==> src/rtl/icap_feeder.sv <==
// icap_feeder: streams DMA bitstream words into ICAP with RDWRB-before-CSIB sequencing,
// timeout and short-bitstream detection. Build macro ICAP_BITSWAP_EN bit-reverses each data byte.
module icap_feeder #(
  parameter int CNT_W          = 20,
  parameter int TIMEOUT_CYCLES = 1024
) (
  input  logic             i_clk,
  input  logic             i_rst,
  input  logic             i_config_start,
  input  logic [CNT_W-1:0] i_word_cnt,
  input  logic [31:0]      i_dma_data,
  input  logic             i_dma_valid,
  output logic             o_dma_ready,
  input  logic             i_dma_done,
  output logic             o_icap_csib,
  output logic             o_icap_rdwrb,
  output logic [31:0]      o_icap_data,
  output logic             o_busy,
  output logic             o_done,
  output logic [1:0]       o_err
);

  localparam int                 STALL_W    = $clog2(TIMEOUT_CYCLES) + 1;
  localparam logic [STALL_W-1:0] STALL_LAST = STALL_W'(TIMEOUT_CYCLES - 1);

  localparam logic [2:0] S_IDLE   = 3'd0;
  localparam logic [2:0] S_ARM    = 3'd1;
  localparam logic [2:0] S_STREAM = 3'd2;
  localparam logic [2:0] S_FLUSH  = 3'd3;
  localparam logic [2:0] S_DONE   = 3'd4;
  localparam logic [2:0] S_ERR    = 3'd5;

  logic [2:0]         state_q, state_d;
  logic [CNT_W-1:0]   remaining_q, remaining_d;
  logic [STALL_W-1:0] stall_q, stall_d;
  logic               csib_q, csib_d;
  logic               rdwrb_q, rdwrb_d;
  logic [31:0]        data_q, data_d;
  logic               busy_q, busy_d;
  logic               done_q, done_d;
  logic [1:0]         err_q, err_d;
  logic               xfer;
  logic               short_err;
  logic               tmo_err;

  function automatic logic [31:0] icap_word(input logic [31:0] w);
`ifdef ICAP_BITSWAP_EN
    logic [31:0] r;
    for (int b = 0; b < 4; b++) begin
      for (int k = 0; k < 8; k++) begin
        r[8*b + k] = w[8*b + 7 - k];
      end
    end
    return r;
`else
    return w;
`endif
  endfunction

  assign o_dma_ready = (state_q == S_STREAM);
  assign xfer        = o_dma_ready && i_dma_valid;
  assign short_err   = i_dma_done && (remaining_q != '0);
  assign tmo_err     = (stall_q == STALL_LAST);

  always_comb begin
    // NOTE: every next-state value starts from its register so no path through the case infers a latch.
    state_d     = state_q;
    remaining_d = remaining_q;
    stall_d     = stall_q;
    csib_d      = csib_q;
    rdwrb_d     = rdwrb_q;
    data_d      = data_q;
    err_d       = err_q;
    busy_d      = (state_q != S_IDLE);
    done_d      = (state_q == S_DONE);

    case (state_q)
      S_IDLE: begin
        csib_d = 1'b1;
        if (i_config_start) begin
          if (i_word_cnt == '0) begin
            done_d = 1'b1;
          end else begin
            remaining_d = i_word_cnt;
            stall_d     = '0;
            err_d       = 2'b00;
            rdwrb_d     = 1'b0;
            state_d     = S_ARM;
          end
        end
      end
      S_ARM: begin
        csib_d  = 1'b1;
        state_d = S_STREAM;
      end
      S_STREAM: begin
        if (xfer) begin
          data_d  = icap_word(i_dma_data);
          csib_d  = 1'b0;
          stall_d = '0;
          if (remaining_q != '0) remaining_d = remaining_q - 1'b1;
          if (remaining_q == CNT_W'(1)) state_d = S_FLUSH;
        end else begin
          csib_d  = 1'b1;
          stall_d = stall_q + 1'b1;
          // A word offered in the same cycle as an error condition is taken instead.
          if (short_err || tmo_err) begin
            err_d   = err_q | {short_err, tmo_err};
            rdwrb_d = 1'b1;
            state_d = S_ERR;
          end
        end
      end
      S_FLUSH: begin
        csib_d  = 1'b1;
        rdwrb_d = 1'b1;
        state_d = S_DONE;
      end
      S_DONE: begin
        state_d = S_IDLE;
      end
      S_ERR: begin
        csib_d  = 1'b1;
        rdwrb_d = 1'b1;
        state_d = S_IDLE;
      end
      default: begin
        state_d = S_IDLE;
      end
    endcase
  end

  always_ff @(posedge i_clk) begin
    // NOTE: sequential state uses <= so every register samples pre-edge values regardless of statement order.
    if (i_rst) begin
      state_q     <= S_IDLE;
      remaining_q <= '0;
      stall_q     <= '0;
      csib_q      <= 1'b1;
      rdwrb_q     <= 1'b1;
      data_q      <= '0;
      busy_q      <= 1'b0;
      done_q      <= 1'b0;
      err_q       <= 2'b00;
    end else begin
      state_q     <= state_d;
      remaining_q <= remaining_d;
      stall_q     <= stall_d;
      csib_q      <= csib_d;
      rdwrb_q     <= rdwrb_d;
      data_q      <= data_d;
      busy_q      <= busy_d;
      done_q      <= done_d;
      err_q       <= err_d;
    end
  end

  assign o_icap_csib  = csib_q;
  assign o_icap_rdwrb = rdwrb_q;
  assign o_icap_data  = data_q;
  assign o_busy       = busy_q;
  assign o_done       = done_q;
  assign o_err        = err_q;

endmodule
==> config.mk <==
export PLATFORM = sky130hd
export DESIGN_NAME = icap_feeder
export DESIGN_NICKNAME = d
export VERILOG_FILES = /design/src/rtl/icap_feeder.sv
export SDC_FILE = /design/constraint.sdc
export NUM_CORES = 1
export LEC_CHECK = 0
export ABC_AREA = 0
export CAP_MARGIN = 5
export CORE_MARGIN = 2
export CORE_UTILIZATION = 30
export DETAILED_ROUTE_END_ITERATION = 7
export GPL_TIMING_DRIVEN = 0
export PLACE_DENSITY_LB_ADDON = 0.1
export SLEW_MARGIN = 20
export SYNTH_ARGS = -nofsm -noshare
export SYNTH_HDL_FRONTEND = slang
export SYNTH_SLANG_ARGS = --single-unit
==> constraint.sdc <==
create_clock -name i_clk -period 2 [get_ports i_clk]
set_input_delay 0.4 -clock i_clk [delete_from_list [all_inputs] [get_ports i_clk]]
set_output_delay 0.4 -clock i_clk [all_outputs]
set_load 0.05 [all_outputs]
Word level (Yosys, flattened, before mapping)
Index checks and enable logic that the tools add are counted.

Output and inout bits: 39. Bits in registers: 72.

Reduce and logical (&&, ||, !) cells: 18. Multiplexer cells: 30. Bitwise operators: 1. Eq/ne operators: 15. Add/subtract/negate cells: 2.

Operators with widths (number): $mux W20 (4); $pmux W20 S2 (1); $mux W11 (3); $pmux W11 S2 (1); $eq A20 B1 Y1 const B (1); $logic_not A20 Y1 (1); $reduce_bool A20 Y1 (1); $sub A20 B1 Y20 const B (1); $mux W3 (5); $reduce_and A5 Y1 (3); $pmux W3 S4 (1); $add A11 B1 Y11 const B (1); $eq A11 B10 Y1 const B (1); $mux W1 (8); $mux W2 (4); $eq A3 B2 Y1 const B (2); $eq A3 B3 Y1 const B (2); $ne A2 B1 Y1 const B (3); $ne A2 B2 Y1 const B (3); $reduce_bool A3 Y1 (2); $pmux W2 S2 (1); $reduce_and A4 Y1 (1); $reduce_bool A2 Y1 (2); $reduce_or A4 Y1 (1); 12 further kinds (13).

Depth between registers and ports, before layout
Word-level depth: 6. Gate-level depth with buffers: 8.

Worst setup path after synthesis
OpenSTA, ideal clock, no wires.

Path type: reg-to-reg. Start point: register state_q[1]. End point: register remaining_q[10]. Period minus slack after synthesis: 1.832 ns. Slack: 0.168 ns. Cell stages (with the launch flop): 9. Buffers on the path: 2. Data required time: 1.913 ns. Setup time: 0.087 ns. Arrival time: 1.745 ns. Path through: dfxtp_1 -> or3b_1 -> buf_2 -> inv_2 -> buf_4 -> nand2_1 -> nor4_1 -> a22oi_1 -> o31ai_1.

Longest elaborated chain between the ends: 4. Elaborated cells between the ends (all ways): 10.

Ends and longest elaborated chain: start, declared (RTL line 33) `logic [2:0] state_q, state_d;`; start signal, assigned (RTL line 146) `state_q <= state_d;`; $eq A3 B2 Y1 * (RTL line 60) `assign o_dma_ready = (state_q == S_STREAM);`; named net o_dma_ready (RTL line 13) `output logic o_dma_ready,`; $logic_and A1 B1 Y1 (RTL line 61) `assign xfer = o_dma_ready && i_dma_valid;`; $ne A2 B1 Y1 (no source line); $reduce_and A5 Y1 (no source line); end signal, assigned (RTL line 147) `remaining_q <= remaining_d;`; end, declared (RTL line 34) `logic [CNT_W-1:0] remaining_q, remaining_d;`.

The timed path passes the listed nets; every way through them passes the cells marked *. A chain may end at the register's enable or synchronous reset.

Worst setup path in the final report
Start point: register state_q[2]. End point: output o_dma_ready.

Longest elaborated chain between the ends: 1.

Ends and longest elaborated chain (RTL line): $eq A3 B2 Y1 (60); end, declared (13).

No other way between the ends.

==> flow_summary_export.csv <==
group,metric,value,unit
setup_path,cpMostUsedCell,"buf_12",
floorplanning,num_io_pins,96,
setup_path,crit_type,"flop to primary output",
setup_path,cp.required,1.60,ns
drt,vias,3831,
outcome,outcome,"completed",
global_routing,antenna_found_initial,0,
finish,nFillCells,1159,
timing,fmax,521,MHz
timing,finalSetupTns,0,ns
cts,max-clock-path-buffers,2,
hold_path,holdPathStages,3,
finish,fin_nets,623,
floorplanning,rows,39,
pwr,max-vdd-ir-drop,0.000557,V
flow_run,drv_cap,0,
setup_path,crit_buf_inv,4,
global_routing,grt-ovfl-total,0,
timing,slew_headroom,56.2,%
finish,mostFrequentLayoutCells,"90 x clkdlybuf4s50_1, 75 x nand2_1, 66 x dfxtp_1",
finish,fin_util,46.3,%
floorplanning,die-area,0.0127,sq mm
timing,finalMaxSlewViolations,0,
yosys,syn_inst,445,
yosys,synth_flop_cell,"dfxtp_1",
hold_path,hp-class,"primary input to flop",
setup_path,slowest_delay,0.39,ns
yosys,synth_seq_cells,72,
yosys,syn-num-nets,506,
yosys,synth-edff-count,0,
drt,ant_nets,0,
yosys,async_flop_share,0,%
global_routing,grt_pass1_vias,3685,
yosys,ys_seq_area_share,40.7,%
finish,antenna_cells,0,
setup_path,crit_slowest_cell,"or3b_1",
finish,layout_commonest_cell,"clkdlybuf4s50_1",
setup_path,start_kind,"flop",
place,place_congestion,0.890,
cts,clock_sinks,72,
drt,drtIter0Drc,206,
yosys,syn-cell-area,0.00354,sq mm
setup_path,critPathMaxFanout,6,
pwr,power.density,820,mW/mm^2
setup_path,cp_top_family,"buffers and inverters",
floorplanning,die_x,113,um
cts,cts-root-buf,"clkbuf_16",
cts,cts_buffers,9,
cts,cts_tree,"built",
yosys,avgSynthCellArea,7.95,sq um
timing,fin_crit_sh,96.0,%
global_routing,grt_max_degree,12,
drt,wire_per_inst,17.4,um
setup_path,endpoint_kind,"primary output",
pwr,p_leak,0.00187,uW
yosys,yosysUniqueCellTypes,47,
setup_path,path_cells,"or3b_1 > buf_6 > inv_2 > buf_12 > buf_12",
global_routing,grt.total_usage,19.3,%
timing,worstMarginPinSlew,0.657,ns
drt,drt-pass1-iter-count,4,
pwr,power,4350,uW
global_routing,grt_first_pass_wirelength,19300,um
place,dp_hpwl,8580,um
drt,wirelength,12400,um
timing,hold_viol,0,
floorplanning,die_h,113,um
timing,fin_skew,0.00882,ns
timing,worst_slack,0.0800,ns
timing,setup_viol,0,
cts,cts.hold.buffers_added,0,
finish,area_growth,50.1,%
floorplanning,coreArea,0.0115,sq mm
cts,clk_pin_slew,0.05,ns
setup_path,arrival,1.52,ns
floorplanning,initial_core_util,30.8,%
cts,clock_latency,0.34,ns
setup_path,r2r_cells,8,
setup_path,cp.depth,5,
place,dp_slack,-0.830,ns
finish,drive_gt1_share,14.3,%
timing,period_needed,1.92,ns
place,port_buffers,94,
cts,h-tree-depth,3,
drt,drc,0,
yosys,ys_warn_count,0,
drt,vias_per_cell,5.40,
[final cells by class]
class	count	area (sq um)	area share, %
multi-input cells	331	2080	39.2
clock buffers	11	243	4.57
well taps	143	179	3.37
repair buffers	107	1050	19.8
inverters	6	22.5	0.424
clock inverters	4	45.0	0.849
plain buffers	35	235	4.43
flip-flops and latches	72	1450	27.3
[state kept, by name (all words and copies together) (netlist names)]
name / cells
o_icap_rdwrb: 1
o_busy: 1
state_q: 3
o_icap_csib: 1
stall_q: 11
o_err: 2
remaining_q: 20
o_icap_data: 32
o_done: 1
[stage by stage]
step / area, sq um / instances / hold slack (ns)
global placement: 4660 / 682 / 0.443
finish: 5310 / 709 / 0.429
global route: 5310 / 709 / 0.442
detailed placement: 4660 / 682 / 0.445
floorplan: 3540 / 445 / 0.441
CTS: 5050 / 698 / 0.410
[worst min-delay path: cells and delay by family]
| family | cells | cell delay (ns) |
|---|---|---|
| and+or+nand+nor | 1 | 0.05 |
| AOI/OAI and AO/OA | 1 | 0.15 |
| buffers and inverters | 1 | 0.12 |
[what timing repair did]
action,CTS,global route
pin swaps,3,12
gates resized for setup,34,56
cloned,0,2
endpoints found under the setup margin,68,66
buffers inserted,2,9
[final timing paths]
path	from	to	slack [ns]
max reg2reg	state_q[2]	remaining_q[15]	0.10
min	i_rst	state_q[0]	0.43
min reg2reg	o_icap_data[27]	o_icap_data[27]	0.45
max	state_q[2]	o_dma_ready	0.08
[per-layer routing]
metal	vias up	share of wire (%)	GRT usage, %
met5	-	0	0
met4	0	1.7	7.64
met3	23	6.5	5.72
met2	136	48	31.7
met1	1793	44	23.8
li1	1879	-	-
[cell families after synthesis]
logic type	synth area share (%)
DFF	40.7
AOI/OAI and AO/OA	25.6
and+or+nand+nor	26.0
buffers and inverters	5.94
muxes	0.283
adders and majority gates	1.41
[where the power goes]
| group | total, uW | internal [uW] | leakage (uW) | switching, uW |
|---|---|---|---|---|
| combinational | 1160 | 485 | 0.00114 | 675 |
| clock | 1580 | 985 | 0.000145 | 597 |
| sequential | 1610 | 1520 | 0.000587 | 88.9 |
[Yosys cell counts, types with 6 or more instances]
| cell type | count | share of area (%) |
|---|---|---|
| a22oi_1 | 7 | 1.5 |
| nor4_1 | 14 | 2.5 |
| nand3_1 | 9 | 1.3 |
| a31oi_1 | 8 | 1.4 |
| and2_1 | 6 | 1.1 |
| dfxtp_1 | 72 | 41 |
| a21oi_1 | 61 | 8.6 |
| o21ai_0 | 14 | 2.0 |
| buf_2 | 6 | 0.85 |
| o311ai_0 | 15 | 3.7 |
| clkbuf_1 | 23 | 2.4 |
| o31ai_1 | 19 | 4.0 |
| nand2_1 | 78 | 8.3 |
| and3_1 | 6 | 1.1 |
| nor2_1 | 24 | 2.5 |
| nor3_1 | 17 | 2.4 |
No activity file was read; power rests on OpenSTA's default activity.
